$ cat src/rtl/key_set_ctrl_if.sv
// Key-pulse / display bundle between the debouncer, the setting controller and
// the seven-segment stage. The controller takes the slave side.
interface key_set_ctrl_if;
  logic       key1_en;
  logic       key2_en;
  logic [3:0] tens;
  logic [3:0] ones;
  logic [1:0] mode;
  logic       blink;
  logic       val_upd;

  modport master (
    output key1_en, key2_en,
    input  tens, ones, mode, blink, val_upd
  );

  modport slave (
    input  key1_en, key2_en,
    output tens, ones, mode, blink, val_upd
  );
endinterface

$ cat src/rtl/key_set_ctrl.sv
// Two-key, two-digit BCD setting controller: key1 walks RUN -> SET_TENS ->
// SET_ONES -> RUN (commit), key2 increments; idle timeout and blink are internal.
module key_set_ctrl #(
  parameter int unsigned TIMEOUT_CYC = 250_000_000,
  parameter int unsigned BLINK_HALF  = 12_500_000
) (
  input  logic           clk,
  input  logic           rst,
  key_set_ctrl_if.slave  bus
);

  localparam logic [27:0] IDLE_LAST  = 28'(TIMEOUT_CYC - 1);
  localparam logic [23:0] BLINK_LAST = 24'(BLINK_HALF - 1);

  typedef enum logic [1:0] {
    RUN      = 2'd0,
    SET_TENS = 2'd1,
    SET_ONES = 2'd2
  } mode_e;

  typedef struct packed {
    logic [3:0] tens;
    logic [3:0] ones;
  } bcd2_t;

  function automatic logic [3:0] digit_inc(input logic [3:0] d);
    return (d >= 4'd9) ? 4'd0 : d + 4'd1;
  endfunction

  mode_e       mode_q,    mode_d;
  bcd2_t       value_q,   value_d;
  bcd2_t       shadow_q,  shadow_d;
  bcd2_t       disp_q,    disp_d;
  logic [27:0] idle_q,    idle_d;
  logic [23:0] bcnt_q,    bcnt_d;
  logic        blink_q,   blink_d;
  logic        val_upd_q, val_upd_d;

  logic key1, key2, key_any, timeout;

  assign key1    = bus.key1_en;
  assign key2    = bus.key2_en;
  assign key_any = key1 | key2;
  assign timeout = (idle_q == IDLE_LAST);

  always_comb begin
    // NOTE: every variable gets a default before the case so no path infers a latch.
    mode_d    = mode_q;
    value_d   = value_q;
    shadow_d  = shadow_q;
    val_upd_d = 1'b0;

    unique case (mode_q)
      RUN: begin
        if (key1) begin
          shadow_d = value_q;
          mode_d   = SET_TENS;
        end else if (key2) begin
          if (value_q.ones == 4'd9) begin
            value_d.ones = 4'd0;
            value_d.tens = digit_inc(value_q.tens);
          end else begin
            value_d.ones = value_q.ones + 4'd1;
          end
        end
      end
      SET_TENS: begin
        if (key1)         mode_d        = SET_ONES;
        else if (key2)    shadow_d.tens = digit_inc(shadow_q.tens);
        else if (timeout) mode_d        = RUN;
      end
      SET_ONES: begin
        if (key1) begin
          value_d   = shadow_q;
          val_upd_d = 1'b1;
          mode_d    = RUN;
        end else if (key2) begin
          shadow_d.ones = digit_inc(shadow_q.ones);
        end else if (timeout) begin
          mode_d = RUN;
        end
      end
      default: mode_d = RUN;
    endcase

    // Entering a SET state is always caused by a key pulse, so one clear covers both.
    if (mode_d == RUN || key_any) begin
      idle_d  = '0;
      bcnt_d  = '0;
      blink_d = 1'b0;
    end else begin
      idle_d = idle_q + 28'd1;
      if (bcnt_q == BLINK_LAST) begin
        bcnt_d  = '0;
        blink_d = ~blink_q;
      end else begin
        bcnt_d  = bcnt_q + 24'd1;
        blink_d = blink_q;
      end
    end

    disp_d = (mode_d == RUN) ? value_d : shadow_d;
  end

  // NOTE: sequential state uses non-blocking assignments only.
  always_ff @(posedge clk or posedge rst) begin
    if (rst) begin
      mode_q    <= RUN;
      value_q   <= '0;
      shadow_q  <= '0;
      disp_q    <= '0;
      idle_q    <= '0;
      bcnt_q    <= '0;
      blink_q   <= 1'b0;
      val_upd_q <= 1'b0;
    end else begin
      mode_q    <= mode_d;
      value_q   <= value_d;
      shadow_q  <= shadow_d;
      disp_q    <= disp_d;
      idle_q    <= idle_d;
      bcnt_q    <= bcnt_d;
      blink_q   <= blink_d;
      val_upd_q <= val_upd_d;
    end
  end

  assign bus.tens    = disp_q.tens;
  assign bus.ones    = disp_q.ones;
  assign bus.mode    = mode_q;
  assign bus.blink   = blink_q;
  assign bus.val_upd = val_upd_q;

endmodule

$ cat src/flat_wrapper.sv
// flat-port wrapper written by rule: the top's interface ports become plain ports
module key_set_ctrl_flat 
#(
  parameter int unsigned TIMEOUT_CYC = 250_000_000,
  parameter int unsigned BLINK_HALF  = 12_500_000
)
  (clk, rst, bus_key1_en, bus_key2_en, bus_tens, bus_ones, bus_mode, bus_blink, bus_val_upd);
  key_set_ctrl_if bus_i ();
  input  logic clk;
  input  logic rst;
  input wire logic [$bits(bus_i.key1_en)-1:0] bus_key1_en;
  input wire logic [$bits(bus_i.key2_en)-1:0] bus_key2_en;
  output wire logic [$bits(bus_i.tens)-1:0] bus_tens;
  output wire logic [$bits(bus_i.ones)-1:0] bus_ones;
  output wire logic [$bits(bus_i.mode)-1:0] bus_mode;
  output wire logic [$bits(bus_i.blink)-1:0] bus_blink;
  output wire logic [$bits(bus_i.val_upd)-1:0] bus_val_upd;
  assign bus_i.key1_en = bus_key1_en;
  assign bus_i.key2_en = bus_key2_en;
  assign bus_tens = bus_i.tens;
  assign bus_ones = bus_i.ones;
  assign bus_mode = bus_i.mode;
  assign bus_blink = bus_i.blink;
  assign bus_val_upd = bus_i.val_upd;
  key_set_ctrl #(.TIMEOUT_CYC(TIMEOUT_CYC), .BLINK_HALF(BLINK_HALF)) u_core (.clk(clk), .rst(rst), .bus(bus_i));
endmodule
$ cat config.mk
export PLATFORM = sky130hd
export DESIGN_NAME = key_set_ctrl_flat
export DESIGN_NICKNAME = d
export VERILOG_FILES = /design/src/rtl/key_set_ctrl_if.sv /design/src/rtl/key_set_ctrl.sv /design/src/flat_wrapper.sv
export SDC_FILE = /design/constraint.sdc
export NUM_CORES = 1
export LEC_CHECK = 0
export CAP_MARGIN = 10
export CORE_MARGIN = 4
export CORE_UTILIZATION = 45
export CTS_CLUSTER_SIZE = 12
export DETAILED_ROUTE_END_ITERATION = 10
export PLACE_DENSITY = 0.68
export RECOVER_POWER = 50
export SYNTH_ARGS = -nofsm -noshare
export SYNTH_HDL_FRONTEND = slang
export SYNTH_SLANG_ARGS = --single-unit
$ cat constraint.sdc
create_clock -name clk -period 2.5 [get_ports clk]
set_input_delay 0.5 -clock clk [delete_from_list [all_inputs] [get_ports clk]]
set_output_delay 0.5 -clock clk [all_outputs]
set_load 0.03 [all_outputs]
==> flow_summary.rst, run 1 <==
.. list-table::
   :header-rows: 1

   * - Metric
     - Value
   * - Tightest Pin Transition
     - 1.06 ns
   * - Pwr per Cell Area
     - 935 nW/um^2
   * - Number of search-and-repair iterations in the first detailed-routing pass
     - 5
   * - Die Y
     - 106 um
   * - Number of top-level design ports
     - 16
   * - Fraction of synthesis flops using an asynchronous set or reset pin
     - 100%
   * - Layout cell share with drive strength beyond 1
     - 12.7%
   * - Final routed wirelength across all metal layers
     - 9160 um
   * - Starting density of the core
     - 46.6%
   * - Mux cell area share after synthesis
     - 2.60%
   * - H-tree depth reported by CTS
     - 3
   * - Synthesized-area fraction occupied by adder cells
     - 3.18%
   * - Highest-utilization routing layer at the global route stage
     - met2
   * - ANT cells
     - 0
   * - Number of buffer and inverter instances along the worst setup path
     - 2
   * - Leak Pwr
     - 0.00207 uW
   * - Maximum number of pins on one net before global-route repair
     - 81
   * - Peak supply drop
     - 0.381 mV
   * - Largest area contributor in the netlist
     - dfrtp_1
   * - Worst clock skew
     - 0.0105 ns
   * - Clock insertion delay at the later pin of the skew report
     - 0.35 ns
   * - Worst slew margin
     - 29.0%
   * - Antenna violations before repair
     - 0
   * - Remaining global-route overflow
     - 0
   * - Stage delay of the slowest cell on the critical path
     - 0.46 ns
   * - Compound-cell area share of the yosys netlist
     - 10.0%
   * - Synth-to-layout area growth
     - 17.1%
   * - Run status
     - complete, no violations
   * - Antenna Nets Post-Route
     - 0
   * - Die W
     - 106 um
   * - Worst slack after detailed placement
     - -0.251 ns
   * - Core region area
     - 9280 sq um
   * - Largest fanout on the critical path
     - 8
   * - Overall fraction of global-route tracks in use
     - 17.4%
   * - Xor and xnor area share after synthesis
     - 9.91%
   * - Unrepaired setup endpoints after global routing
     - no
   * - Vias post-DR
     - 3451
   * - Clock edge transition at the registers on the reported setup and hold paths
     - 0.08 ns
   * - Count of buffers inserted at the top-level ports
     - 15
   * - Post-layout total power
     - 4740 uW
   * - Dominant combinational cell family by area after synthesis
     - simple AND/OR/NAND/NOR gates
   * - Remaining routing DRC violations
     - 0
   * - GR Util met1
     - 23.0%
   * - FF-to-FF setup slack
     - 0.25 ns
   * - Net count, final
     - 508
   * - Post-Synthesis Cell Area
     - 4330 sq um
   * - Kind of cell adding the most delay to the critical path
     - simple AND/OR/NAND/NOR gates
   * - Number of enable-type register cells in the synthesized netlist
     - 0
   * - Number of instances in the synthesized netlist
     - 456
   * - Final Hold Violating Endpoints
     - 0
   * - Arrival time of the worst setup path
     - 2.61 ns
   * - Post-DP HPWL
     - 6220 um
   * - Std-Cell Rows
     - 35
   * - Number of warnings issued by yosys
     - 0
   * - Wire length of the first global-routing pass
     - 16000 um
   * - Max Root-Sink Buffers
     - 2
   * - CP Data Required Time
     - 2.74 ns
   * - Dominant cells by area after synthesis
     - dfrtp_1 46%, nor2_1 5.7%, xor2_1 5.7%
   * - Seq/Total Area, Yosys
     - 46.2%
   * - Synthesis-stage register bit count
     - 80
   * - Layout Cell Area excl Fill
     - 5070 sq um
   * - Fraction of met3 tracks used by global routing
     - 3.76%
   * - Count of hold buffers inserted by post-cts repair
     - 0
   * - Maximum Capacitance Violations
     - 0
   * - Prevailing post-synth register cell
     - dfrtp_1
   * - Clock sink total
     - 80
   * - CTS Root Buffer Type
     - clkbuf_8
   * - Routability cong.
     - 0.855
   * - Class of the tightest hold or removal check
     - reg2reg
   * - Shortest period the worst path allows
     - 2.37 ns
   * - Number of global-route vias before repair
     - 3438
   * - Classification of the worst setup path
     - in2reg
   * - Die area
     - 11300 sq um
   * - Global Route met2 Usage
     - 28.2%
   * - Routed via count divided by cell count
     - 5.50
   * - Post-placement cell area
     - 4850 sq um
   * - Top-area cell type share of the netlist area
     - 46.2%
   * - Number of DRC markers after the initial detailed-route iteration
     - 199
   * - Share of synthesized cell area in and, or, nand and nor gates
     - 24.5%
   * - Final-report max-slew violation count
     - 0
   * - Timing-limited maximum frequency
     - 422 MHz
   * - Wire length per cell
     - 14.6 um
   * - Number of setup violations in the final report
     - 0
   * - Final worst-path setup slack
     - 0.132 ns
   * - Number of distinct library cells after synthesis
     - 48
   * - CTS tree
     - yes
   * - Critical-path cell list
     - clkdlybuf4s50_1 > nor4b_2 > nand4_1 > or3_1 > a211oi_4 > buf_12 > mux2_2
   * - Critical-path top delay cell
     - or3_1
   * - Worst Setup End Kind
     - register
   * - Final period util
     - 94.7%
   * - Startpoint kind of the worst setup timing path
     - input pin
   * - Syn Nets
     - 471
   * - CTS buffer count
     - 9
   * - Post-Syn Area per Cell
     - 9.49 sq um
[layout by cell type, fill, tap and decap left out, types with 4 or more instances in the layout]
cell type,n
and4_1,9
a31oi_1,4
buf_4,26
nand2_1,27
a21oi_1,10
nand3_1,24
ha_1,11
mux2_2,10
xnor2_1,21
nor2_1,66
a22oi_1,7
dlygate4sd3_1,5
nand3b_1,4
clkdlybuf4s50_1,10
xor2_1,28
o22ai_1,11
dfrtp_1,79
nor4_1,7
clkbuf_8,9
inv_1,19
nand4_1,13
nor3_1,12
o21ai_0,10
nor2b_1,4
nand2b_1,7
and3_1,11
[Yosys cell counts, drive strengths merged, types with 3 or more instances]
| master | instances |
|---|---|
| dfrtp | 80 |
| or3b | 3 |
| inv | 20 |
| a211oi | 4 |
| nand3 | 24 |
| or3 | 3 |
| nor2b | 4 |
| a22oi | 7 |
| nand4 | 13 |
| nor3 | 12 |
| mux2 | 10 |
| o21ai | 10 |
| buf | 4 |
| xor2 | 28 |
| nor2 | 66 |
| nor4b | 3 |
| and3 | 11 |
| and4 | 9 |
| clkbuf | 16 |
| a22o | 3 |
| xnor2 | 21 |
| nand2b | 7 |
| a221oi | 3 |
| nand2 | 27 |
| a21oi | 10 |
| o22ai | 11 |
| ha | 11 |
| nand3b | 4 |
| nor4 | 7 |
| a31oi | 4 |
[registers in the layout, indices dropped and copies added, names as in the netlist]
signal / count
u_core.shadow_q: 8
u_core.bus.mode: 2
u_core.idle_q: 28
u_core.value_q: 8
u_core.bus.ones: 4
u_core.bus.blink: 1
u_core.bus.val_upd: 1
u_core.bcnt_q: 24
u_core.bus.tens: 4
[path summary, 6_finish.rpt]
check,startpoint,end,cells past startpoint
setup reg to reg,u_core.idle_q[16],u_core.bus.ones[0],6
min in group asynchronous,rst,u_core.idle_q[19],3
max in group asynchronous,rst,u_core.bus.mode[0],3
setup / recovery,bus_key2_en,u_core.bus.ones[0],7
hold / removal,u_core.bcnt_q[0],u_core.bcnt_q[0],1
hold reg to reg,u_core.bcnt_q[0],u_core.bcnt_q[0],1
[layer usage]
metal / part of all wire, % / up-vias
li1: - / 1673
met1: 47 / 1687
met2: 47 / 75
met3: 4.1 / 16
met4: 1.9 / 0
met5: 0 / -
[where the power goes]
part	internal [uW]	switching, uW	leakage [uW]
combinational	852	945	0.000905
sequential	1520	286	0.00106
clock	664	473	0.000110
total	3040	1700	0.00207
[worst register-to-register path, stage by stage, from the launching register on]
cell and delay, ns:
dfrtp_1 0.44, nor4b_2 0.32, nand4_1 0.15, or3_1 0.46
a211oi_4 0.26, buf_12 0.17, mux2_2 0.34
[per-stage QoR]
step	TNS [ns]	instances	utilization (%)	hold WS, ns
final	0	627	54.6	0.494
after global routing	0	627	54.6	0.514
after CTS	0	627	54.8	0.499
after detailed placement	-2.61	611	52.2	0.488
after global placement	-1.46	611	52.2	0.468
after floorplan	0	456	-	0.455
[logic make-up (layout without fill, tap and decap cells)]
logic type      Yosys count  after routing
mux                      10             10
fa+ha+maj                11             11
compound gates           63             63
simple gates            203            203
flops                    80             80
xor+xnor                 49             49
buf+inv                  40             82
[timing repair]
item | CTS | global route
endpoints found under the setup margin | 0 | 1
resized for setup | 0 | 1
setup buffers | 0 | 0
[final cells by class]
cell class,count,area (sq um)
clock buffer,11,131
clock inverter,5,105
fill,822,4210
inverter,20,78.8
multi-input combinational,336,2170
sequential,80,2000
tap,129,161
timing repair buffer,46,417
No activity file was read; power rests on OpenSTA's default activity.
==> inputs of run 2 (changes only) <==
CORE_UTILIZATION = 50   (was 45)
PLACE_DENSITY = 0.74   (was 0.68)
==> flow_summary.rst, run 2 (synthesis gave the netlist of run 1 again) <==
.. list-table::
   :header-rows: 1

   * - Metric
     - Value
   * - Run status
     - complete, no violations
   * - Critical-path top delay cell
     - dfrtp_1
   * - Die area
     - 10200 sq um (-9.3%)
   * - Routed via count divided by cell count
     - 5.72 (+3.9%)
   * - Maximum Capacitance Violations
     - 0 (unchanged)
   * - Register bank with the most flops
     - u_core.idle_q
   * - Inst Count DP
     - 581 (-4.9%)
   * - Timing-limited maximum frequency
     - 417 MHz (-1.2%)
   * - Classification of the worst setup path
     - reg2reg
   * - Shortest period the worst path allows
     - 2.40 ns (+0.0288 ns)
   * - Number of DRC markers after the initial detailed-route iteration
     - 169 (-15%)
   * - Net count, final
     - 502 (-1.2%)
   * - Worst slew margin
     - 30.2% (+1.1 points)
   * - Layout cell share with drive strength beyond 1
     - 11.4% (-1.2 points)
   * - CP Data Required Time
     - 2.72 ns (-0.02 ns)
   * - Post-DP HPWL
     - 6210 um (-0.28%)
   * - Number of top-level design ports
     - 16 (unchanged)
   * - Class of the tightest hold or removal check
     - reg2reg
   * - Sw Share
     - 37.7% (+1.7 points)
   * - Number of standard cells in the final layout excluding fillers
     - 595 (-5.1%)
   * - Clock Power Share
     - 20.4% (-3.6 points)
   * - FF-to-FF setup slack
     - 0.10 ns (-0.15 ns)
   * - Worst Setup End Kind
     - register
   * - Worst clock skew
     - 0.00635 ns (-0.00419 ns)
   * - Std-Cell Rows
     - 33 (-5.7%)
   * - Wire length per cell
     - 15.4 um (+5.3%)
   * - CTS Root Buffer Type
     - clkbuf_8
   * - ANT cells
     - 0 (unchanged)
   * - Sequential cell fraction of total power
     - 41.2% (+3.1 points)
   * - Combinational group share of total power
     - 38.4% (+0.5 points)
   * - Overall fraction of global-route tracks in use
     - 19.2% (+1.8 points)
   * - Count of buffers inserted at the top-level ports
     - 15 (unchanged)
   * - H-tree depth reported by CTS
     - 3 (unchanged)
   * - Core region area
     - 8300 sq um (-11%)
   * - Kind of cell adding the most delay to the critical path
     - simple AND/OR/NAND/NOR gates
   * - Power spent charging and discharging nets
     - 1650 uW (-3.2%)
   * - Final-report max-slew violation count
     - 0 (unchanged)
   * - Unrepaired setup endpoints after global routing
     - no
   * - Final routed wirelength across all metal layers
     - 9150 um (about the same)
   * - Share of the core filled with cells in the final layout
     - 59.5% (+4.9 points)
   * - Stage delay of the slowest cell on the critical path
     - 0.44 ns (-0.02 ns)
   * - Clock insertion delay at the later pin of the skew report
     - 0.34 ns (about the same)
   * - Number of global-route vias before repair
     - 3369 (-2.0%)
   * - Clock sink total
     - 80 (unchanged)
   * - Tightest Pin Transition
     - 1.05 ns (-0.0171 ns)
   * - Die W
     - 101 um (-4.7%)
   * - Number of setup violations in the final report
     - 0 (unchanged)
   * - Final period util
     - 95.9% (+1.2 points)
   * - Startpoint kind of the worst setup timing path
     - register
   * - Largest fanout on the critical path
     - 8 (unchanged)
   * - Most frequent cells in the layout
     - 80 x dfrtp_1, 66 x nor2_1, 28 x xor2_1
   * - Remaining global-route overflow
     - 0 (unchanged)
   * - Leak Pwr
     - 0.00202 uW (-2.4%)
   * - Internal Pwr Total
     - 2730 uW (-10%)
   * - Starting density of the core
     - 52.2% (+5.5 points)
   * - Routability cong.
     - 0.875 (+2.4%)
   * - Maximum number of pins on one net before global-route repair
     - 81 (unchanged)
   * - CTS buffer count
     - 9 (unchanged)
   * - Antenna Nets Post-Route
     - 0 (unchanged)
   * - Synth-to-layout area growth
     - 14.0%
   * - Number of buffer and inverter instances along the worst setup path
     - 2 (unchanged)
   * - Final Hold Violating Endpoints
     - 0 (unchanged)
   * - Die Y
     - 101 um (-4.7%)
   * - Remaining routing DRC violations
     - 0 (unchanged)
   * - Flip-flop count of the largest register, all copies and words added
     - 28 (unchanged)
   * - Peak supply drop
     - 0.362 mV (-4.8%)
   * - Max Root-Sink Buffers
     - 2 (unchanged)
   * - Arrival time of the worst setup path
     - 2.62 ns (about the same)
   * - CTS tree
     - yes
   * - Most common library cell in the layout ignoring fill and taps
     - dfrtp_1
   * - Clock edge transition at the registers on the reported setup and hold paths
     - 0.08 ns (about the same)
   * - Vias post-DR
     - 3402 (-1.4%)
   * - Pwr per Cell Area
     - 887 nW/um^2 (-5.1%)
   * - Wire length of the first global-routing pass
     - 15900 um (-1.1%)
   * - Number of search-and-repair iterations in the first detailed-routing pass
     - 6 (+1)
   * - Biggest registers after layout
     - u_core.idle_q (28), u_core.bcnt_q (24)
   * - Antenna violations before repair
     - 0 (unchanged)
   * - Critical-path cell list
     - nor4b_2 > nand4_1 > buf_4 > o31a_1 > a211oi_4 > buf_12 > mux2_2
==> run 2: final timing paths <==
| check | to | depth (start not counted) | start |
|---|---|---|---|
| worst max-delay path | u_core.bus.ones[1] | 7 | u_core.idle_q[14] |
| worst min-delay path | u_core.bcnt_q[0] | 1 | u_core.bcnt_q[0] |
| worst max register to register | u_core.bus.ones[1] | 7 | u_core.idle_q[14] |
| worst min register to register | u_core.bcnt_q[0] | 1 | u_core.bcnt_q[0] |
| max in group asynchronous | u_core.idle_q[22] | 3 | rst |
| min in group asynchronous | u_core.bcnt_q[18] | 3 | rst |
==> run 2: metrics by stage <==
stage | hold slack [ns] | setup WS, ns | total power (uW) | area [sq um] | setup TNS, ns
floorplan | 0.455 | 0.255 | 2920 | 4330 | 0
global placement | 0.468 | -0.199 | 3470 | 4770 | -1.58
detailed placement | 0.495 | -0.268 | 3520 | 4770 | -2.94
CTS | 0.506 | 0.0634 | 4420 | 4950 | 0
global route | 0.528 | 0.0440 | 4670 | 4940 | 0
finish | 0.496 | 0.104 | 4380 | 4940 | 0
==> run 2: cell type report <==
| type | count | area [sq um] |
|---|---|---|
| Sequential cell | 80 | 2000 |
| Clock buffer | 10 | 128 |
| Clock inverter | 4 | 47.5 |
| Inverter | 20 | 78.8 |
| Multi-Input combinational cell | 336 | 2180 |
| Timing Repair Buffer | 40 | 372 |
| Fill cell | 714 | 3360 |
| Tap cell | 105 | 131 |
==> run 2: per-layer routing <==
layer  vias up  GRT usage [%]  wire [um]
met4         0           5.83        133
met5         -              0          0
met1      1657           26.3       4250
met3        13           3.81        335
li1       1662              -          -
met2        70           30.8       4440
==> run 2: power by group through the flow <==
| stage | clock network, uW | registers (uW) | logic, uW |
|---|---|---|---|
| 3_5_place_dp | 0 | 1830 | 1690 |
| 5_1_grt | 974 | 1850 | 1850 |
| 3_3_place_gp | 0 | 1820 | 1650 |
| 2_1_floorplan | 0 | 1860 | 1060 |
| 4_1_cts | 921 | 1800 | 1700 |
| 6_report | 895 | 1810 | 1680 |
==> run 2: timing repair <==
item	4_1_cts	5_1_grt
setup endpoints to repair	0	8
hold buffers	0	0
resized for setup	0	1
buffers inserted	0	0
